--- src/rtl/fetch_pkg.sv ---
// Shared types and constants for the instruction-fetch stage.
// Field slices follow the MIPS-style opcode/rs/rt/imm16 layout.
package fetch_pkg;

  typedef enum logic [1:0] {
    ISSUE = 2'd0,
    WAIT  = 2'd1,
    DRAIN = 2'd2,
    HOLD  = 2'd3
  } fetch_state_e;

  localparam int OPCODE_MSB = 31;
  localparam int OPCODE_LSB = 26;
  localparam int RS_MSB     = 25;
  localparam int RS_LSB     = 21;
  localparam int RT_MSB     = 20;
  localparam int RT_LSB     = 16;
  localparam int IMM_MSB    = 15;
  localparam int IMM_LSB    = 0;

  localparam logic [31:0] DEF_EXC_VECTOR = 32'h0000_0180;

  typedef struct packed {
    logic [5:0]  opcode;
    logic [4:0]  rs;
    logic [4:0]  rt;
    logic [15:0] imm16;
  } instr_fields_t;

  function automatic instr_fields_t decode_fields(input logic [31:0] w);
    instr_fields_t f;
    f.opcode = w[OPCODE_MSB:OPCODE_LSB];
    f.rs     = w[RS_MSB:RS_LSB];
    f.rt     = w[RT_MSB:RT_LSB];
    f.imm16  = w[IMM_MSB:IMM_LSB];
    return f;
  endfunction

endpackage

--- src/rtl/fetch_if.sv ---
// Fetch-stage bundle: instruction-memory read port, IR handshake to control,
// and redirect/exception sideband. master = fetch unit, slave = environment.
interface fetch_if #(
  parameter int XLEN = 32
);
  import fetch_pkg::*;

  logic            mem_req;
  logic [XLEN-1:0] mem_addr;
  logic [31:0]     mem_rdata;
  logic            mem_rvalid;

  logic            instr_valid;
  logic            instr_ready;
  logic [31:0]     ir;
  instr_fields_t   fields;
  logic [XLEN-1:0] pc;

  logic            redirect_valid;
  logic [XLEN-1:0] redirect_pc;
  logic            exc_req;
  logic            exc_taken;
  logic [XLEN-1:0] epc;

  modport master (
    output mem_req, mem_addr, instr_valid, ir, fields, pc, exc_taken, epc,
    input  mem_rdata, mem_rvalid, instr_ready, redirect_valid, redirect_pc, exc_req
  );

  modport slave (
    input  mem_req, mem_addr, instr_valid, ir, fields, pc, exc_taken, epc,
    output mem_rdata, mem_rvalid, instr_ready, redirect_valid, redirect_pc, exc_req
  );

endinterface

--- src/rtl/fetch_next_pc.sv ---
// Next-PC selection: exception vector > redirect target > sequential > hold.
// A redirect to a non-word-aligned target is turned into an exception entry.
module fetch_next_pc #(
  parameter int              XLEN       = 32,
  parameter int              PC_STEP    = 4,
  parameter logic [XLEN-1:0] EXC_VECTOR = '0
) (
  input  logic [XLEN-1:0] pc,
  input  logic [XLEN-1:0] redirect_pc,
  input  logic            exc_req,
  input  logic            redirect_valid,
  input  logic            transfer,
  output logic [XLEN-1:0] next_pc,
  output logic [XLEN-1:0] epc_next,
  output logic            exc_entry
);

  logic misaligned;

  always_comb begin
    misaligned = redirect_valid && (redirect_pc[1:0] != 2'b00);
    exc_entry  = exc_req || misaligned;
    epc_next   = exc_req ? pc : redirect_pc;
    next_pc    = pc;
    if (exc_entry)           next_pc = EXC_VECTOR;
    else if (redirect_valid) next_pc = redirect_pc;
    else if (transfer)       next_pc = pc + XLEN'(PC_STEP);
  end

endmodule

--- src/rtl/fetch_unit.sv ---
// Instruction-fetch stage: owns PC/IR/EPC, keeps one read outstanding to
// variable-latency memory, and presents IR to control over valid/ready.
module fetch_unit import fetch_pkg::*; #(
  parameter int              XLEN       = 32,
  parameter logic [XLEN-1:0] RESET_PC   = '0,
  parameter logic [XLEN-1:0] EXC_VECTOR = XLEN'(DEF_EXC_VECTOR),
  parameter int              PC_STEP    = 4
) (
  input  logic     clock,
  input  logic     reset,
  fetch_if.master  bus
);

  fetch_state_e    state, state_nxt;
  logic [XLEN-1:0] pc, pc_nxt, npc;
  logic [XLEN-1:0] epc, epc_nxt, epc_new;
  logic [31:0]     ir, ir_nxt;
  logic            exc_taken;
  logic            in_hold, transfer, exc_hon, exc_entry, flush;

  assign in_hold  = (state == HOLD);
  assign transfer = in_hold && bus.instr_ready;
  assign exc_hon  = in_hold && bus.exc_req;
  assign flush    = exc_entry || bus.redirect_valid;

  fetch_next_pc #(
    .XLEN       (XLEN),
    .PC_STEP    (PC_STEP),
    .EXC_VECTOR (EXC_VECTOR)
  ) u_next_pc (
    .pc             (pc),
    .redirect_pc    (bus.redirect_pc),
    .exc_req        (exc_hon),
    .redirect_valid (bus.redirect_valid),
    .transfer       (transfer),
    .next_pc        (npc),
    .epc_next       (epc_new),
    .exc_entry      (exc_entry)
  );

  always_comb begin
    state_nxt = state;
    ir_nxt    = ir;
    pc_nxt    = npc;
    epc_nxt   = exc_entry ? epc_new : epc;
    case (state)
      ISSUE: state_nxt = flush ? DRAIN : WAIT;
      WAIT: begin
        // A redirect racing the returning data drops that data on the floor.
        if (flush)                state_nxt = bus.mem_rvalid ? ISSUE : DRAIN;
        else if (bus.mem_rvalid) begin
          ir_nxt    = bus.mem_rdata;
          state_nxt = HOLD;
        end
      end
      HOLD:  if (flush || transfer) state_nxt = ISSUE;
      // Redirects here only move pc; the stale read must still retire.
      DRAIN: if (bus.mem_rvalid) state_nxt = ISSUE;
      default: state_nxt = ISSUE;
    endcase
  end

  always_ff @(posedge clock) begin
    if (reset) begin
      state     <= ISSUE;
      pc        <= RESET_PC;
      ir        <= '0;
      epc       <= '0;
      exc_taken <= 1'b0;
    end else begin
      state     <= state_nxt;
      pc        <= pc_nxt;
      ir        <= ir_nxt;
      epc       <= epc_nxt;
      exc_taken <= exc_entry;
    end
  end

  assign bus.mem_req     = (state == ISSUE) && !reset;
  assign bus.mem_addr    = pc;
  assign bus.instr_valid = in_hold;
  assign bus.ir          = ir;
  assign bus.fields      = decode_fields(ir);
  assign bus.pc          = pc;
  assign bus.exc_taken   = exc_taken;
  assign bus.epc         = epc;

endmodule

--- src/flat_wrapper.sv ---
// flat-port wrapper written by rule: the top's interface ports become plain ports
module fetch_unit_flat import fetch_pkg::*;
#(
  parameter int              XLEN       = 32,
  parameter logic [XLEN-1:0] RESET_PC   = '0,
  parameter logic [XLEN-1:0] EXC_VECTOR = XLEN'(DEF_EXC_VECTOR),
  parameter int              PC_STEP    = 4
)
  (clock, reset, bus_mem_req, bus_mem_addr, bus_instr_valid, bus_ir, bus_fields, bus_pc, bus_exc_taken, bus_epc, bus_mem_rdata, bus_mem_rvalid, bus_instr_ready, bus_redirect_valid, bus_redirect_pc, bus_exc_req);
  fetch_if #(.XLEN(XLEN)) bus_i ();
  input  logic clock;
  input  logic reset;
  output wire logic [$bits(bus_i.mem_req)-1:0] bus_mem_req;
  output wire logic [$bits(bus_i.mem_addr)-1:0] bus_mem_addr;
  output wire logic [$bits(bus_i.instr_valid)-1:0] bus_instr_valid;
  output wire logic [$bits(bus_i.ir)-1:0] bus_ir;
  output wire logic [$bits(bus_i.fields)-1:0] bus_fields;
  output wire logic [$bits(bus_i.pc)-1:0] bus_pc;
  output wire logic [$bits(bus_i.exc_taken)-1:0] bus_exc_taken;
  output wire logic [$bits(bus_i.epc)-1:0] bus_epc;
  input wire logic [$bits(bus_i.mem_rdata)-1:0] bus_mem_rdata;
  input wire logic [$bits(bus_i.mem_rvalid)-1:0] bus_mem_rvalid;
  input wire logic [$bits(bus_i.instr_ready)-1:0] bus_instr_ready;
  input wire logic [$bits(bus_i.redirect_valid)-1:0] bus_redirect_valid;
  input wire logic [$bits(bus_i.redirect_pc)-1:0] bus_redirect_pc;
  input wire logic [$bits(bus_i.exc_req)-1:0] bus_exc_req;
  assign bus_mem_req = bus_i.mem_req;
  assign bus_mem_addr = bus_i.mem_addr;
  assign bus_instr_valid = bus_i.instr_valid;
  assign bus_ir = bus_i.ir;
  assign bus_fields = bus_i.fields;
  assign bus_pc = bus_i.pc;
  assign bus_exc_taken = bus_i.exc_taken;
  assign bus_epc = bus_i.epc;
  assign bus_i.mem_rdata = bus_mem_rdata;
  assign bus_i.mem_rvalid = bus_mem_rvalid;
  assign bus_i.instr_ready = bus_instr_ready;
  assign bus_i.redirect_valid = bus_redirect_valid;
  assign bus_i.redirect_pc = bus_redirect_pc;
  assign bus_i.exc_req = bus_exc_req;
  fetch_unit #(.XLEN(XLEN), .RESET_PC(RESET_PC), .EXC_VECTOR(EXC_VECTOR), .PC_STEP(PC_STEP)) u_core (.clock(clock), .reset(reset), .bus(bus_i));
endmodule
--- config.mk ---
export PLATFORM = sky130hd
export DESIGN_NAME = fetch_unit_flat
export DESIGN_NICKNAME = d
export VERILOG_FILES = /design/src/rtl/fetch_pkg.sv /design/src/rtl/fetch_if.sv /design/src/rtl/fetch_next_pc.sv /design/src/rtl/fetch_unit.sv /design/src/flat_wrapper.sv
export SDC_FILE = /design/constraint.sdc
export NUM_CORES = 1
export LEC_CHECK = 0
export CAP_MARGIN = 30
export CORE_UTILIZATION = 45
export CTS_CLUSTER_DIAMETER = 60
export DETAILED_ROUTE_END_ITERATION = 8
export GPL_ROUTABILITY_DRIVEN = 0
export HOLD_SLACK_MARGIN = 0.03
export PLACE_DENSITY = 0.84
export SLEW_MARGIN = 20
export SYNTH_ARGS = -nofsm -noshare
export SYNTH_HDL_FRONTEND = slang
export SYNTH_SLANG_ARGS = --single-unit
--- constraint.sdc ---
create_clock -name clock -period 6 [get_ports clock]
set_clock_uncertainty 0.1 [all_clocks]
set_input_delay 1.2 -clock clock [delete_from_list [all_inputs] [get_ports clock]]
set_output_delay 1.2 -clock clock [all_outputs]
set_load 0.02 [all_outputs]
; After elaboration in Yosys (flattened, before gate mapping)
; Cells that the tools add are included.
[word_totals]
out_inout_bits = 163
in_bits = 70
elab_cells = 40
reg_bits = 99
[classes]
n_addsub = 1
mux = 11
n_eq_ne = 6
n_bitwise = 1
reduce_logical = 15
[op_table]
columns = operator, count
row1 = 32-bit 2-to-1 mux, 3
row2 = 32-bit by 3-bit adder with 32-bit output (second input constant), 1
row3 = 2-bit 2-to-1 mux, 6
row4 = 9-bit 2-to-1 mux, 1
row5 = 2-bit case mux with 4 select lines, 1
row6 = 3-bit AND reduction, 2
row7 = 2-bit equality test (second input constant), 2
row8 = 1-bit logical AND, 4
row9 = 2-bit inequality test (second input constant), 2
row10 = 2-bit nonzero test, 2
row11 = 1-bit logical OR, 3
row12 = 3-bit by 2-bit inequality test with 1-bit output (second input constant), 1
row13 = 3-bit nonzero test, 1
row14 = 2-bit by 1-bit equality test with 1-bit output (second input constant), 1
row15 = 2-bit zero test, 1
row16 = 2-bit OR reduction, 1
row17 = 1-bit zero test, 1
row18 = 1-bit NOT, 1

; Depth between registers and ports, before layout
; Gate-level depths: netlist of the first run.
[logic_depth]
ltp_word = 7
mapped_depth = 8
depth_no_buf = 6

; Cells and area by module
; From an unflattened synthesis of the first run, not the netlist that was laid out.
[unflattened]
hier_cells = 594
hier_area_um2 = 5426.5
[modules_own_cells]
columns = mod, instances, seq_area_each_um2, cells_per_inst, area_per_inst_um2
row1 = fetch_unit, 1, 1981.9, 392, 4050.1
row2 = fetch_next_pc, 1, 0.0, 202, 1376.3

; Worst setup path after synthesis of the first run
; OpenSTA, ideal clock, no wires.
[synth_timing]
path_kind = input -> output
start = input port reset
end = output port bus_mem_req
n_path_buf = 2
arrival_ns = 2.040
stages = 3
setup_slack_ns = 2.660
path_cell_list = clkbuf_1 clkbuf_1 nor3_1
[synth_between]
elab_chain_cells = 2
[synth_lines]
columns = item, line_no
row1 = start: declaration, flat_wrapper.sv:12  ; input logic reset;
row2 = 1-bit zero test, fetch_unit.sv:79  ; assign bus.mem_req = (state == ISSUE) && !reset;
row3 = 1-bit logical AND, fetch_unit.sv:79
row4 = end: declaration, flat_wrapper.sv:13  ; output wire logic [$bits(bus_i.mem_req)-1:0] bus_mem_req;
; No other way between the ends.

; Worst setup path in the final report of the first run
[layout_timing]
start = input port bus_instr_ready
end = register u_core.pc[30] (netlist: u_core.bus.mem_addr[30])
[layout_between]
elab_chain_cells = 2
[layout_lines]
columns = item, line_no
row1 = start: declaration, flat_wrapper.sv:23  ; input wire logic [$bits(bus_i.instr_ready)-1:0] bus_instr_ready;
row2 = 1-bit logical AND, fetch_unit.sv:22  ; assign transfer = in_hold && bus.instr_ready;
row3 = 2-bit nonzero test (no line), n/a
row4 = end signal: assignment, fetch_unit.sv:72  ; pc <= pc_nxt;
row5 = end: declaration, fetch_unit.sv:15  ; logic [XLEN-1:0] pc, pc_nxt, npc;
; No other way between the ends.
; A chain may end at the register's enable or synchronous reset.

==> results.sh, run 1 <==
export IMPL_ys_seq_elements=99
export IMPL_die_area_sq_um=11630
export IMPL_seq_area_frac_synth_pct=39.31
export IMPL_start_util_pct=46.31
export IMPL_switching_share_pct=28.34
export IMPL_synth_edf_count=0
export IMPL_grt_util_all_layers_pct=25.20
export IMPL_place_ws_ps=2202
export IMPL_cp_data_required_time_ps=6150
export IMPL_power_leakage_nw=2.738
export IMPL_cts_sinks=99
export IMPL_rsz0062_at_grt="no"
export IMPL_p_total_w=0.001511
export IMPL_first_iter_violations=282
export IMPL_ys_flop_type="dfxtp_1"
export IMPL_endpoint_kind="register"
export IMPL_worst_pin_slew_ps=826.9
export IMPL_ant_nets=0
export IMPL_syn2layout_area_growth_pct=41.79
export IMPL_crit_fanout=14
export IMPL_netlist_instances=625
export IMPL_cts_tree="built"
export IMPL_ctsLongestPathBuffers=2
export IMPL_tns_ps=0
export IMPL_overflow=0
export IMPL_cts_resized=0
export IMPL_setup_viol=0
export IMPL_yosysUniqueCellTypes=42
export IMPL_final_hold_violation_count=0
export IMPL_drc=0
export IMPL_synthAdderAreaFrac_pct=0.2481
export IMPL_vias=4867
export IMPL_outcome="finished clean"
export IMPL_grt_pass1_vias=4559
export IMPL_cts_root_buf="clkbuf_8"
export IMPL_grt_start_max_net_pins=73
export IMPL_hold_path_end="u_core.bus.fields[26]$_SDFFE_PP0P_"
export IMPL_synthMuxAreaShare_pct=1.017
export IMPL_die_y_um=107.9
export IMPL_holdCritStartpoint="u_core.bus.fields[26]$_SDFFE_PP0P_"
export IMPL_syn_area_sq_um=5042
export IMPL_min_path_type="register to register"
export IMPL_powerDensity_nw_per_um2=211.3
export IMPL_fp_row_count=38
export IMPL_fin_crit_ps=3482
export IMPL_dr_pass1_iters=5
export IMPL_insertion_delay_ps=360
export IMPL_yosys_warnings=0
export IMPL_antenna_found_initial=0
export IMPL_holdPathStages=2
export IMPL_synth_compound_area_share_pct=14.22
export IMPL_synth_top_family_by_area="simple AND/OR/NAND/NOR gates"
export IMPL_die_x_um=107.9
export IMPL_htree_levels=3
export IMPL_viasPerCell=5.337
export IMPL_fill_cells=941
export IMPL_maxCapViolations=0
export IMPL_fmax_ghz=0.2872
export IMPL_synth_simple_gate_area_share_pct=26.60
export IMPL_worst_r2r_setup_slack_ps=3300
export IMPL_synthesis_nets=696
export IMPL_share_comb_of_total_power_pct=20.5
export IMPL_holdBufCountCts=0
export IMPL_seq_power_share_pct=48.3
export IMPL_crit_type="input pin to register"
export IMPL_coreArea_sq_um=10890
export IMPL_clkTransAtPathRegs_ps=100
export IMPL_period_share_pct=58.03
export IMPL_grt_pass1_wl_mm=23.03
export IMPL_r2r_end="u_core.bus.mem_addr[30]$_SDFFE_PP0P_"
export IMPL_io_pins=233
export IMPL_ir_worst_vdd_v=0.0001416
export IMPL_async_reset_ff_share_pct=0
export IMPL_slew_viol_final=0
export IMPL_power_internal_w=0.001083
export IMPL_drive_above_1_share_pct=5.570
export IMPL_dp_cells=895
export IMPL_wl_mm=15.12
export IMPL_setup_ws_ps=2518
export IMPL_nets=838
export IMPL_p_switching_w=0.0004282
export IMPL_diodes=0
export IMPL_syn_avg_cell_area_sq_um=8.068
export IMPL_reg2reg_depth=5
export IMPL_cts_made_buffers=9
export IMPL_rr_startpoint="u_core.state[1]$_SDFFE_PP0P_"
export IMPL_dp_hpwl_mm=10.89
export IMPL_avgRoutedWirePerCell_um=16.58
export IMPL_postCtsSetupBuffers=0
export IMPL_pwr_share_clk_pct=31.1
export IMPL_synthXorXnorAreaFrac_pct=4.864
export IMPL_crit_arrival_ps=3640
export IMPL_fin_cells=912
export IMPL_max_slew_margin_pct=44.88
export IMPL_worstSetupStartpointType="input pin"
export IMPL_portBuffers=232
==> metal layers <==
layer | track usage [%] | vias to the layer above | part of all wire, %
met2 | 44.51 | 177 | 50
met4 | 7.436 | 0 | 1.5
li1 | - | 2351 | -
met3 | 3.753 | 18 | 5.6
met1 | 31.47 | 2321 | 43
met5 | 0 | - | 0
==> worst max-delay path: stages <==
cell and delay, ps:
clkdlybuf4s50_1 600, nand4_1 180, or3_1 690, nor3b_1 360, mux2_2 380, a22o_1 220
==> cells in the mapped netlist (2+ instances only) <==
cell type | n | area, sq um
a311oi_1 | 32 | 280.3
nor2_1 | 49 | 183.9
buf_1 | 4 | 15.01
nor4_1 | 4 | 25.02
mux2i_1 | 4 | 40.04
nand4_1 | 10 | 62.56
inv_1 | 4 | 15.01
dfxtp_1 | 99 | 1982
nor3b_1 | 2 | 15.01
xnor2_1 | 13 | 113.9
o211a_1 | 17 | 170.2
nor4b_1 | 2 | 17.52
buf_2 | 5 | 25.02
nand3_1 | 10 | 50.05
and2_1 | 5 | 31.28
or2_2 | 2 | 12.51
nor4_2 | 5 | 62.56
xor2_1 | 15 | 131.4
o21ai_0 | 4 | 20.02
nor4_4 | 3 | 63.81
a221oi_1 | 2 | 17.52
nand2_1 | 148 | 555.5
clkbuf_1 | 35 | 131.4
nor3_1 | 10 | 50.05
buf_4 | 64 | 480.5
a21oi_1 | 39 | 195.2
or3_1 | 2 | 12.51
a211oi_1 | 2 | 15.01
and4_1 | 2 | 17.52
and3_1 | 4 | 25.02
nand2b_1 | 17 | 106.4
==> stage by stage <==
stage                     cell area [sq um]  util, %  hold WS [ps]
after global placement                 6912    63.48         353.7
after global routing                   7149    65.66         396.8
after detailed placement               6927    63.62         358.8
final                                  7149    65.66         376.4
after CTS                              7144    65.62         372.5
after floorplan                        5042        -         445.2
==> how the worst max path moves through the flow <==
stage | from | to | slack, ps | cells past startpoint
after floorplan | reset | bus_mem_req | 2660 | 3
after global placement | bus_instr_ready | u_core.bus.mem_addr[30]$_SDFFE_PP0P_ | 2240 | 6
after detailed placement | bus_instr_ready | u_core.bus.mem_addr[30]$_SDFFE_PP0P_ | 2200 | 6
after CTS | bus_instr_ready | u_core.bus.mem_addr[30]$_SDFFE_PP0P_ | 2540 | 6
after global routing | bus_instr_ready | u_core.bus.mem_addr[30]$_SDFFE_PP0P_ | 2430 | 6
final | bus_instr_ready | u_core.bus.mem_addr[30]$_SDFFE_PP0P_ | 2520 | 6
==> layout make-up <==
cell class                      instances  area [sq um]  area share, %
Inverter                                4         15.01         0.2100
Multi-Input combinational cell        412          2375          33.22
Sequential cell                        99          1982          27.72
Tap cell                              140         175.2          2.450
Clock inverter                          6         90.09          1.260
Clock buffer                           10         127.6          1.785
Timing Repair Buffer                  241          2385          33.36
==> power groups by stage <==
| stage | logic, W | clock network [W] | registers, W |
|---|---|---|---|
| floorplan | 0.000129 | 0 | 0.000774 |
| global placement | 0.000304 | 0 | 0.000744 |
| detailed placement | 0.000309 | 0 | 0.000745 |
| CTS | 0.000311 | 0.000477 | 0.000730 |
| global route | 0.000330 | 0.000503 | 0.000736 |
| finish | 0.000310 | 0.000471 | 0.000730 |
==> cell usage in the layout (no fill, tap or decap), types with 3 or more instances in the layout <==
cell type        Yosys  layout
nand3_1             10      10
nor4_2               5       5
buf_4               64       7
o21ai_0              4       4
o211a_1             17      17
nor4_4               3       3
nand2_1            148     147
nor4_1               4       4
clkdlybuf4s50_1      0     230
nand4_1             10      10
nor3_1              10       9
mux2i_1              4       4
inv_1                4       4
clkbuf_8             0       9
a21oi_1             39      39
nand2b_1            17      17
xnor2_1             13      13
and3_1               4       4
dfxtp_1             99      99
xor2_1              15      15
and2_1               5       5
nor2_1              49      49
a311oi_1            32      32
==> logic make-up (layout without fill, tap and decap cells) <==
| family | after synthesis | in the layout |
|---|---|---|
| xor+xnor | 28 | 28 |
| fa+ha+maj | 1 | 1 |
| flops | 99 | 99 |
| simple gates | 280 | 280 |
| mux | 5 | 5 |
| buf+inv | 114 | 261 |
| compound gates | 98 | 98 |
==> state kept, by name (all words and copies together), names as in the netlist, named ones only <==
signal / cells
u_core.bus.epc: 32
u_core.bus.exc_taken: 1
u_core.bus.fields: 32
u_core.bus.mem_addr: 30
u_core.state: 2
No activity file was read; power rests on OpenSTA's default activity.
==> run 2, diff against run 1 <==
--- a/config.mk
+++ b/config.mk
@@ -6,12 +6,12 @@
 export NUM_CORES = 1
 export LEC_CHECK = 0
 export CAP_MARGIN = 30
-export CORE_UTILIZATION = 45
+export CORE_UTILIZATION = 42
 export CTS_CLUSTER_DIAMETER = 60
 export DETAILED_ROUTE_END_ITERATION = 8
 export GPL_ROUTABILITY_DRIVEN = 0
 export HOLD_SLACK_MARGIN = 0.03
-export PLACE_DENSITY = 0.84
+export PLACE_DENSITY = 0.79
 export SLEW_MARGIN = 20
 export SYNTH_ARGS = -nofsm -noshare
 export SYNTH_HDL_FRONTEND = slang
==> constraint.sdc (replaced) <==
create_clock -name clock -period 3.5 [get_ports clock]
set_clock_uncertainty 0.1 [all_clocks]
set_input_delay 0.7 -clock clock [delete_from_list [all_inputs] [get_ports clock]]
set_output_delay 0.7 -clock clock [all_outputs]
set_load 0.02 [all_outputs]
==> run 2 against run 1 <==
Against the previous run:
- the run now ends with DRC left
- sequential power increased by 71%
- sequential cell count did not move
- worst setup slack worse by 1800 ps
- routed wire length increased by 1.8%
- cell count increased by 0.77%
- die area grew 7.0%
- count of clock-buffer cells in the layout is the same
- combinational power up 73%
==> results.sh, run 2 (synthesized netlist as in run 1, its figures left out) <==
export IMPL_slowest_delay_ps=610
export IMPL_nets=843
export IMPL_met2_wirelength_mm=7.768
export IMPL_cp_data_required_time_ps=3640
export IMPL_dp_hpwl_mm=11.37
export IMPL_cts_tree="built"
export IMPL_drc=17
export IMPL_place_area_sq_um=6968
export IMPL_setup_viol=0
export IMPL_wl_met1_mm=6.327
export IMPL_path_cells="clkdlybuf4s50_1 -> nand4_1 -> or3_1 -> buf_4 -> nor4_1 -> xor2_1 -> o211a_1"
export IMPL_power_leakage_nw=2.812
export IMPL_cts_root_buf="clkbuf_16"
export IMPL_viasPerCell=5.325
export IMPL_multi_input_area_sq_um=2375
export IMPL_routed_top_layer="met4"
export IMPL_die_area_sq_um=12450
export IMPL_period_share_pct=79.57
export IMPL_insertion_delay_ps=340
export IMPL_postCtsSetupBuffers=0
export IMPL_layout_common_cells="clkdlybuf4s50_1, nand2_1, dfxtp_1"
export IMPL_hold_path_end="u_core.bus.fields[2]$_SDFFE_PP0P_"
export IMPL_worstPathBufferInverterCount=2
export IMPL_vias=4894
export IMPL_fp_row_count=39
export IMPL_rr_startpoint="u_core.state[1]$_SDFFE_PP0P_"
export IMPL_fin_cells=919
export IMPL_htree_levels=3
export IMPL_fin_worst_hold_slack_ps=374.1
export IMPL_holdCritStartpoint="u_core.bus.fields[2]$_SDFFE_PP0P_"
export IMPL_dr_pass1_iters=7
export IMPL_worst_r2r_setup_slack_ps=1040
export IMPL_fin_crit_ps=2785
export IMPL_cp_slowest_cell="clkdlybuf4s50_1"
export IMPL_dr_wl_met3_um=989
export IMPL_min_path_type="register to register"
export IMPL_final_hold_violation_count=0
export IMPL_fmax_ghz=0.3591
export IMPL_holdBufCountCts=0
export IMPL_endpoint_kind="register"
export IMPL_io_pins=233
export IMPL_reg2reg_depth=6
export IMPL_worstSetupStartpointType="input pin"
export IMPL_worst_pin_slew_ps=762.6
export IMPL_ir_worst_vdd_v=0.0002092
export IMPL_tns_ps=0
export IMPL_die_y_um=111.6
export IMPL_diodes=0
export IMPL_overflow=0
export IMPL_coreArea_sq_um=11560
export IMPL_drive_above_1_share_pct=6.186
export IMPL_grt_pass1_wl_mm=24.87
export IMPL_holdPathStages=2
export IMPL_grt_start_max_net_pins=73
export IMPL_first_iter_violations=359
export IMPL_maxCapViolations=0
export IMPL_ctsLongestPathBuffers=2
export IMPL_cts_sinks=99
export IMPL_crit_fanout=11
export IMPL_powerDensity_nw_per_um2=392.3
export IMPL_crit_arrival_ps=2920
export IMPL_cts_resized=0
export IMPL_violations="DRC"
export IMPL_critPathTopFamily="simple AND/OR/NAND/NOR gates"
export IMPL_grt_pass1_vias=4834
export IMPL_clkTransAtPathRegs_ps=70
export IMPL_design_area_sq_um=7289
export IMPL_fill_cells=969
export IMPL_final_common_cell="clkdlybuf4s50_1"
export IMPL_crit_type="input pin to register"
export IMPL_portBuffers=232
export IMPL_outcome="finished, violations left"
export IMPL_max_slew_margin_pct=49.16
export IMPL_syn2layout_area_growth_pct=44.57
export IMPL_start_util_pct=43.60
export IMPL_wl_mm=15.39
export IMPL_register_area_sq_um=1982
export IMPL_antenna_found_initial=0
export IMPL_ant_nets=0
export IMPL_cts_made_buffers=9
export IMPL_avgRoutedWirePerCell_um=16.75
export IMPL_die_x_um=111.6
export IMPL_dp_cells=904
export IMPL_slew_viol_final=0
export IMPL_rsz0062_at_grt="no"
export IMPL_r2r_end="u_core.bus.mem_addr[21]$_SDFFE_PP0P_"
export IMPL_grt_util_all_layers_pct=25.02
run 2: tightest hold or removal path: cells and delay by family, from the launching register on:
family / cells / cell delay, ps
DFF: 1 / 320
and+or+nand+nor: 1 / 50
AOI/OAI and AO/OA: 1 / 50
run 2: area by class of cell:
class,count,area share (%)
clock buffers,10,3.278
clock inverters,5,1.133
inverters,4,0.2060
multi-input cells,412,32.58
flip-flops and latches,99,27.19
well taps,143,2.455
repair buffers,246,33.16
run 2: worst max path at each step:
| stage | from | to | slack [ps] | cells past startpoint |
|---|---|---|---|---|
| final | bus_instr_ready | u_core.bus.mem_addr[21]$_SDFFE_PP0P_ | 720 | 7 |
| after CTS | bus_instr_ready | u_core.bus.mem_addr[21]$_SDFFE_PP0P_ | 760 | 7 |
| after floorplan | reset | bus_mem_req | 1160 | 3 |
| after detailed placement | bus_instr_ready | u_core.bus.mem_addr[31]$_SDFFE_PP0P_ | 450 | 7 |
| after global routing | bus_instr_ready | u_core.bus.mem_addr[21]$_SDFFE_PP0P_ | 650 | 7 |
| after global placement | bus_instr_ready | u_core.bus.mem_addr[21]$_SDFFE_PP0P_ | 540 | 7 |
run 2: per-stage QoR:
stage | setup WS [ps] | power [W] | utilization [%]
floorplan | 1160 | 0.001548 | -
global placement | 540.6 | 0.001798 | 60.25
detailed placement | 451.2 | 0.001813 | 60.25
CTS | 760.0 | 0.002880 | 63.03
global route | 646.2 | 0.002962 | 63.03
finish | 715.2 | 0.002859 | 63.03
run 2: routing by layer:
metal / global-route usage (%) / up-vias
li1: - / 2354
met1: 30.19 / 2310
met2: 44.50 / 209
met3: 3.321 / 21
met4: 10.81 / 0
met5: 0 / -
run 2: power by group:
part / switching, W / internal [W] / leakage, nW / total (W)
logic: 0.000267 / 0.000269 / 1.84 / 0.000536
registers: 0.0000680 / 0.00119 / 0.811 / 0.00125
clock network: 0.000425 / 0.000646 / 0.159 / 0.00107
total: 0.000760 / 0.00210 / 2.81 / 0.00286
